$ cat config.mk
export PLATFORM = sky130hd
export DESIGN_NAME = qspi_frame_tx
export DESIGN_NICKNAME = d
export VERILOG_FILES = /design/src/rtl/qspi_frame_tx.sv
export SDC_FILE = /design/constraint.sdc
export NUM_CORES = 1
export LEC_CHECK = 0
export ABC_AREA = 1
export BUFFER_PORTS_ARGS = -buffer_cell sky130_fd_sc_hd__buf_2
export CORE_MARGIN = 10
export CORE_UTILIZATION = 55
export DETAILED_ROUTE_END_ITERATION = 10
export GPL_ROUTABILITY_DRIVEN = 1
export HOLD_SLACK_MARGIN = 0.08
export PLACE_DENSITY = 0.76
export SYNTH_ARGS = -nofsm -noshare
export SYNTH_HDL_FRONTEND = slang
export SYNTH_SLANG_ARGS = --single-unit
$ cat constraint.sdc
create_clock -name clk -period 2.4 [get_ports clk]
set_input_delay 0.48 -clock clk [delete_from_list [all_inputs] [get_ports clk]]
set_output_delay 0.48 -clock clk [all_outputs]
set_load 0.1 [all_outputs]
$ cat src/rtl/qspi_frame_tx.sv
// QSPI mode-0 frame transmitter: one nibble per SCLK, MSB nibble first, with gated SCLK and abort.
// Optional QSPI_TX_SEQ_HDR_EN prefixes each frame with the 8-bit frame_count as two header nibbles.
module qspi_frame_tx #(
  parameter int CLK_DIV     = 32,
  parameter int PKT_NIBBLES = 8,
  parameter int SETUP_HALF  = 1,
  parameter int HOLD_HALF   = 6,
  parameter int GAP_HALF    = 100
) (
  input  logic                     clk,
  input  logic                     rst_n,
  input  logic [4*PKT_NIBBLES-1:0] pkt_data,
  input  logic                     pkt_valid,
  output logic                     pkt_ready,
  input  logic                     abort,
  output logic                     qspi_cs,
  output logic                     qspi_clk,
  output logic [3:0]               qspi_data,
  output logic                     busy,
  output logic                     frame_done,
  output logic [7:0]               frame_count,
  output logic [2:0]               state_dbg
);

  // Handshake: a payload transfers on a rising clk edge where pkt_valid and pkt_ready are both 1.
  // pkt_ready is registered, so it rises one cycle after IDLE is entered and drops on acceptance.
`ifdef QSPI_TX_SEQ_HDR_EN
  localparam int N = PKT_NIBBLES + 2;
`else
  localparam int N = PKT_NIBBLES;
`endif
  localparam int W  = 4 * N;
  localparam int DW = (CLK_DIV > 1) ? $clog2(CLK_DIV) : 1;
  localparam int NW = $clog2(N + 1);

  typedef enum logic [2:0] {
    IDLE  = 3'd0,
    SETUP = 3'd1,
    SHIFT = 3'd2,
    HOLD  = 3'd3,
    GAP   = 3'd4
  } state_t;

  state_t        state;
  logic [DW-1:0] div_cnt;
  logic [15:0]   ph_cnt;
  logic [NW-1:0] nib_cnt;
  logic [W-1:0]  sr;
  logic [W-1:0]  sr_next;
  logic [W-1:0]  frame_word;
  logic          tick;
  logic          in_frame;

`ifdef QSPI_TX_SEQ_HDR_EN
  assign frame_word = {frame_count, pkt_data};
`else
  assign frame_word = pkt_data;
`endif

  assign tick      = (div_cnt == DW'(CLK_DIV - 1));
  assign sr_next   = sr << 4;
  assign in_frame  = (state == SETUP) || (state == SHIFT) || (state == HOLD);
  assign state_dbg = state;

  always_ff @(posedge clk) begin
    if (!rst_n) begin
      state       <= IDLE;
      div_cnt     <= '0;
      ph_cnt      <= '0;
      nib_cnt     <= '0;
      sr          <= '0;
      pkt_ready   <= 1'b0;
      qspi_cs     <= 1'b1;
      qspi_clk    <= 1'b0;
      qspi_data   <= 4'h0;
      busy        <= 1'b0;
      frame_done  <= 1'b0;
      frame_count <= 8'h00;
    end else begin
      frame_done <= 1'b0;
      if (state == IDLE || tick) div_cnt <= '0;
      else                       div_cnt <= div_cnt + 1'b1;

      if (abort && in_frame) begin
        state     <= GAP;
        div_cnt   <= '0;
        ph_cnt    <= '0;
        qspi_cs   <= 1'b1;
        qspi_clk  <= 1'b0;
        qspi_data <= 4'h0;
        busy      <= 1'b1;
        pkt_ready <= 1'b0;
      end else begin
        case (state)
          IDLE: begin
            busy <= 1'b0;
            // An abort coinciding with a pending acceptance holds the payload off.
            if (pkt_ready && pkt_valid && !abort) begin
              sr        <= frame_word;
              qspi_data <= frame_word[W-1 -: 4];
              qspi_cs   <= 1'b0;
              pkt_ready <= 1'b0;
              busy      <= 1'b1;
              ph_cnt    <= '0;
              nib_cnt   <= '0;
              state     <= SETUP;
            end else begin
              pkt_ready <= 1'b1;
            end
          end
          SETUP: if (tick) begin
            if (ph_cnt == 16'(SETUP_HALF - 1)) begin
              ph_cnt <= '0;
              state  <= SHIFT;
            end else begin
              ph_cnt <= ph_cnt + 16'd1;
            end
          end
          SHIFT: if (tick) begin
            qspi_clk <= ~qspi_clk;
            if (!qspi_clk) begin
              nib_cnt <= nib_cnt + 1'b1;
            end else if (nib_cnt == NW'(N)) begin
              ph_cnt <= '0;
              state  <= HOLD;
            end else begin
              sr        <= sr_next;
              qspi_data <= sr_next[W-1 -: 4];
            end
          end
          HOLD: if (tick) begin
            if (ph_cnt == 16'(HOLD_HALF - 1)) begin
              qspi_cs     <= 1'b1;
              qspi_data   <= 4'h0;
              frame_done  <= 1'b1;
              frame_count <= frame_count + 8'd1;
              ph_cnt      <= '0;
              state       <= GAP;
            end else begin
              ph_cnt <= ph_cnt + 16'd1;
            end
          end
          GAP: if (tick) begin
            if (ph_cnt == 16'(GAP_HALF - 1)) begin
              ph_cnt <= '0;
              busy   <= 1'b0;
              state  <= IDLE;
            end else begin
              ph_cnt <= ph_cnt + 16'd1;
            end
          end
          default: begin
            state     <= IDLE;
            div_cnt   <= '0;
            ph_cnt    <= '0;
            qspi_cs   <= 1'b1;
            qspi_clk  <= 1'b0;
            qspi_data <= 4'h0;
            busy      <= 1'b0;
            pkt_ready <= 1'b0;
          end
        endcase
      end
    end
  end

endmodule
==> results.txt, run 1 <==
most frequent cells in the layout = nand2_1, nor2_1, dfxtp_1
routed wire length = 9880 um
Period Utilization, post-route = 88.3%
worst setup margin = 281 ps
combinational share of power = 51.2%
CTS root buf = clkbuf_8
Seq pwr share = 30.2%
DR pass1 iterations = 4
CP bufs+invs = 3
PwrDens = 1240 mW/mm2
Worst path max stage delay = 370 ps
worst clock skew = 6.04 ps
clock buffer count from CTS = 9
commonest non-fill, non-tap cell in the layout = nand2_1
Synth area leaders = dfxtp_1, nand2_1, nor2_1, nand3_1, inv_1
Syn. warnings = 0
CP Data Required Time = 2660 ps
post-route ant nets = 0
Vias = 3,944
Syn Inst Count = 617
Post-route DRC = 0
area leader, netlist = dfxtp_1
number of synthesized register bits = 73
Clk pin slew, worst setup/hold paths = 80 ps
Hold Fails Final Rpt = 0
r2r setup slk = 280 ps
Max Cap Viol = 0
layout cells sized above 1 = 16.5%
minimum clock period = 2120 ps
Die Y = 104 um
setup TNS = 0 ps
max-slew violations = 0
Crit Path Class = reg2reg
area share of the leading cell type in the synthesized netlist = 37.3%
DP Area = 0.00429 mm2
I/O pin cnt = 56
HPWL Detailed = 7150 um
Critical Path Start Type = flip-flop
clock latency on the worst-skew pair = 350 ps
vias in the first global route = 3,726
Critical Path, Cell by Cell = ha_1 -> nand2_1 -> nor2_1 -> ha_2 -> inv_2 -> nand2_2 -> nand2_1 -> nor2_2 -> nand2_4 -> inv_4 -> buf_4 -> nand3_1 -> nor2_1 -> nor2_1
Die Wd = 104 um
crit path DAT = 2370 ps
hold slack = 376 ps
ys async rst share = 0%
initial antenna violation count = 0
Area growth syn-to-layout = 15.3%
Synth Cell Area = 0.00392 mm2
Crit. End Element = flip-flop
max_slew headroom = 62.7%
core area = 0.00687 mm2
CTS max path bufs = 2
# nets final = 718
largest net degree at the start of global routing = 29
RSZ-0062 raised after global routing = no
CTS tree = yes
Syn Nets = 661
row count = 30
Distinct cells, synth = 33
CP max-delay cell = dfxtp_1
# diodes = 0
1st-iter DRT viols = 251
vias per cell = 5.09
routed len/inst = 12.7 um
Top delay family on crit path = simple AND/OR/NAND/NOR gates
Initial Util = 57.0%
switching power total = 2.75 mW
Final Wtd Congestion = 0.906
most frequent CP cell = nor2_1
ys flop type = dfxtp_1
die area = 0.0109 mm2
clk sinks = 73
Max Fclk = 472 MHz
pre-CTS setup slack = 184 ps
Leakage = 2.15 nW
Global Route Usage Sum = 17.9%
Max FO, Critical Path = 16
hold crit path type = in2reg
Port Buf Inserts = 55
Mapped Avg Cell Area = 6.35 um2
Least-Margin Pin Slew = 556 ps
H-tree lvl count = 3
P_int = 2.84 mW
sequential-to-total area share from yosys stat = 37.3%
run status = complete, no violations
Sw Ratio = 49.2%
Non-Filler Cell Area, Final = 0.00452 mm2
EDFF count, synth = 0
VDD IR max = 0.000772 V
setup violators final = 0
clock share of power = 18.7%
GRT Residual Overflow = 0
first-pass GRT wire length = 16,800 um
Hold Buf Count CTS = 0
-- logic make-up (layout without fill, tap and decap cells) --
family,Yosys count,in the layout,synth area share (%)
XOR/XNOR,11,11,2.46
buffers and inverters,71,133,7.45
flip-flops,73,73,37.3
AND/OR/NAND/NOR,388,388,41.3
adder cells (fa/ha/maj),8,8,2.56
AO/OA/AOI/OAI,66,66,8.95
-- registers in the layout, indices dropped and copies added, names as in the netlist, 3 cells and up --
signal and count:
div_cnt 5, sr 28, qspi_data 4, ph_cnt 16
state_dbg 3, nib_cnt 4, frame_count 8
-- power by group through the flow --
stage                     sequential, mW  combinational [mW]  clock, mW
after detailed placement            1.71                2.83          0
final                               1.69                2.86       1.04
after global placement              1.70                2.79          0
after floorplan                     2.12                1.83          0
after global routing                1.72                3.20       1.11
after CTS                           1.68                2.84       1.06
-- final cells by class --
class / instances / area [um2]
clock inverter: 4 / 50.0
sequential: 73 / 1460
timing repair buffer: 64 / 343
inverter: 53 / 201
tap: 96 / 120
clock buffer: 12 / 165
multi-input combinational: 473 / 2170
fill: 668 / 2350
-- layer usage --
layer,vias up,GRT usage [%],part of all wire [%]
met3,10,5.33,5.7
met1,1784,22.8,48
li1,2057,-,-
met5,-,0,0
met2,93,28.4,46
met4,0,4.97,1.1
-- synth_stat cells (all sizes together), types with 2 or more instances --
library cell and number:
nor3b 2, nor3 4, ha 8, nand3b 2, nor2 126, a21oi 27, clkbuf 8, nand3 41
dfxtp 73, o21ai 32, inv 53, nand4 9, xnor2 5, o21bai 3, buf 10, xor2 6
nand2 203
-- path summary, 6_finish.rpt --
path                             startpoint         end  depth (start not counted)
worst max register to register   div_cnt[0]   ph_cnt[9]                         14
worst min-delay path            pkt_data[3]       sr[3]                          3
worst max-delay path             div_cnt[0]   ph_cnt[9]                         14
worst min register to register   div_cnt[0]  div_cnt[0]                          1
-- metrics by stage --
step / utilization [%] / std cells / power, mW
6_report: 65.7 / 775 / 5.59
5_1_grt: 65.7 / 775 / 6.03
4_1_cts: 65.6 / 775 / 5.58
3_5_place_dp: 62.5 / 759 / 4.54
3_3_place_gp: 62.5 / 759 / 4.49
2_1_floorplan: - / 617 / 3.96
-- worst min-delay path: cells and delay by family --
kind / cells / cell delay, ps
buf+inv: 1 / 90
compound gates: 1 / 60
simple gates: 1 / 50
-- repair_timing --
| item | in CTS | in global routing |
|---|---|---|
| setup endpoints to repair | 0 | 13 |
| setup buffers | 0 | 0 |
| resized for setup | 0 | 3 |
Note: power is estimated with default switching activity, not from simulation.
==> run 2, diff against run 1 <==
CELL_PAD_IN_SITES_DETAIL_PLACEMENT = 1   (was unset)
CELL_PAD_IN_SITES_GLOBAL_PLACEMENT = 1   (was unset)
CORE_UTILIZATION = 40   (was 55)
CTS_CLUSTER_SIZE = 14   (was unset)
PLACE_DENSITY = 0.79   (was 0.76)
==> results.txt, run 2 (synthesis results as in run 1) <==
Leakage = 2.14 nW
commonest non-fill, non-tap cell in the layout = nand2_1
worst clock skew = 9.77 ps
hold crit path type = in2reg
# nets final = 719
run status = complete, no violations
initial antenna violation count = 0
Placed Instances = 797
max_slew headroom = 65.3%
Vias = 4,006
PwrDens = 1220 mW/mm2
Critical Path, Cell by Cell = ha_1 -> nand2_1 -> nor2_1 -> ha_2 -> inv_2 -> nand4_1 -> nand2_1 -> nor2_4 -> nand2_4 -> inv_4 -> buf_4 -> nand3_1 -> nor2_1 -> nor2_1
worst setup path end = ph_cnt[9]
most frequent CP cell = nor2_1
r2r startpoint = div_cnt[0]
Die Wd = 119 um
first-pass GRT wire length = 19,600 um
Max Cap Viol = 0
DR pass1 iterations = 5
clock latency on the worst-skew pair = 350 ps
Worst Setup SP = div_cnt[0]
Clk pin slew, worst setup/hold paths = 80 ps
Worst path max stage delay = 380 ps
clk sinks = 73
# diodes = 0
Critical Path Start Type = flip-flop
Global Route Usage Sum = 16.4%
most frequent cells in the layout = nand2_1, nor2_1, dfxtp_1
Pwr Total = 5.52 mW
clock buffer count from CTS = 9
vias in the first global route = 4,137
Max FO, Critical Path = 16
setup violators final = 0
Area growth syn-to-layout = 15.6%
vias per cell = 4.93
Least-Margin Pin Slew = 517 ps
Initial Util = 40.6%
Post-route DRC = 0
VDD IR max = 0.000524 V
critical path depth = 14
H-tree lvl count = 3
core area = 0.00964 mm2
Period Utilization, post-route = 93.9%
Top Registers = sr x28, ph_cnt x16, frame_count x8
Max Fclk = 444 MHz
layout cells sized above 1 = 16.5%
largest net degree at the start of global routing = 29
HPWL Detailed = 8690 um
CTS root buf = clkbuf_8
r2r endpoint = ph_cnt[9]
max reg flops = 28
row count = 36
r2r setup slk = 150 ps
minimum clock period = 2250 ps
worst setup margin = 146 ps
Crit Path Class = reg2reg
Crit. End Element = flip-flop
Largest Register = sr
pre-CTS setup slack = 141 ps
Hold Buf Count CTS = 0
Port Buf Inserts = 55
max-slew violations = 0
CP Data Required Time = 2630 ps
final core occ = 47.0%
die area = 0.0141 mm2
R2R cell count = 14
1st-iter DRT viols = 190
CP bufs+invs = 3
CP max-delay cell = dfxtp_1
GRT Residual Overflow = 0
post-route ant nets = 0
crit path DAT = 2490 ps
routed len/inst = 14.1 um
CTS tree = yes
CTS max path bufs = 2
setup TNS = 0 ps
Die Y = 119 um
Top delay family on crit path = simple AND/OR/NAND/NOR gates
Layout Cells excl Fill = 813
I/O pin cnt = 56
routed wire length = 11,400 um
Final Wtd Congestion = 0.837
Hold Fails Final Rpt = 0
## run 2: changes by cell type in the layout (fill, tap and decap cells not counted), sizes merged
| cell | previous run | this run |
|---|---|---|
| clkinvlp | 2 | 1 |
| buf | 64 | 65 |
| clkbuf | 12 | 11 |
| bufinv | 1 | 0 |
| clkinv | 1 | 4 |
## run 2: per-layer routing
layer | part of all wire (%) | track usage, % | up-vias
li1 | - | - | 2050
met1 | 44 | 19.1 | 1903
met2 | 53 | 29.5 | 42
met3 | 2.3 | 3.02 | 11
met4 | 1.1 | 5.04 | 0
met5 | 0 | 0 | -
## run 2: metrics by stage
stage	instance area [um2]	hold WS, ps
after detailed placement	4340	456
after CTS	4520	373
after floorplan	3920	418
after global routing	4530	384
after global placement	4340	429
final	4530	385
## run 2: area by class of cell
class / instances / area, um2
Timing Repair Buffer: 65 / 350
Clock inverter: 5 / 31.3
Inverter: 53 / 201
Multi-Input combinational cell: 473 / 2170
Fill cell: 1367 / 5110
Tap cell: 133 / 166
Clock buffer: 11 / 141
Sequential cell: 73 / 1460
## run 2: worst min path at each step
stage | start | endpoint | slack, ps | depth (start not counted)
after floorplan | div_cnt[0] | div_cnt[0] | 420 | 1
after global placement | div_cnt[0] | div_cnt[0] | 430 | 1
after detailed placement | sr[2] | sr[2] | 460 | 2
after CTS | pkt_data[3] | sr[3] | 370 | 3
after global routing | pkt_data[2] | sr[2] | 380 | 3
final | pkt_data[2] | sr[2] | 390 | 3
## run 2: where the power goes
part           leakage, nW  switching [mW]  internal, mW
clock network       0.0891           0.471         0.401
logic                 1.45            2.17         0.794
registers            0.596           0.196          1.49
total                 2.14            2.83          2.68
## run 2: timing repair
| item | 4_1_cts | 5_1_grt |
|---|---|---|
| gates resized for setup | 0 | 3 |
| buffers inserted | 0 | 0 |
| hold endpoints to repair | 0 | 0 |
| endpoints found under the setup margin | 0 | 15 |
## run 2: worst reg2reg max path, cell delays in order, from the launching register on
cell	delay (ps)
dfxtp_1	380
ha_1	180
nand2_1	70
nor2_1	140
ha_2	240
inv_2	80
nand4_1	110
nand2_1	120
nor2_4	170
nand2_4	70
inv_4	50
buf_4	210
nand3_1	120
nor2_1	130
nor2_1	60
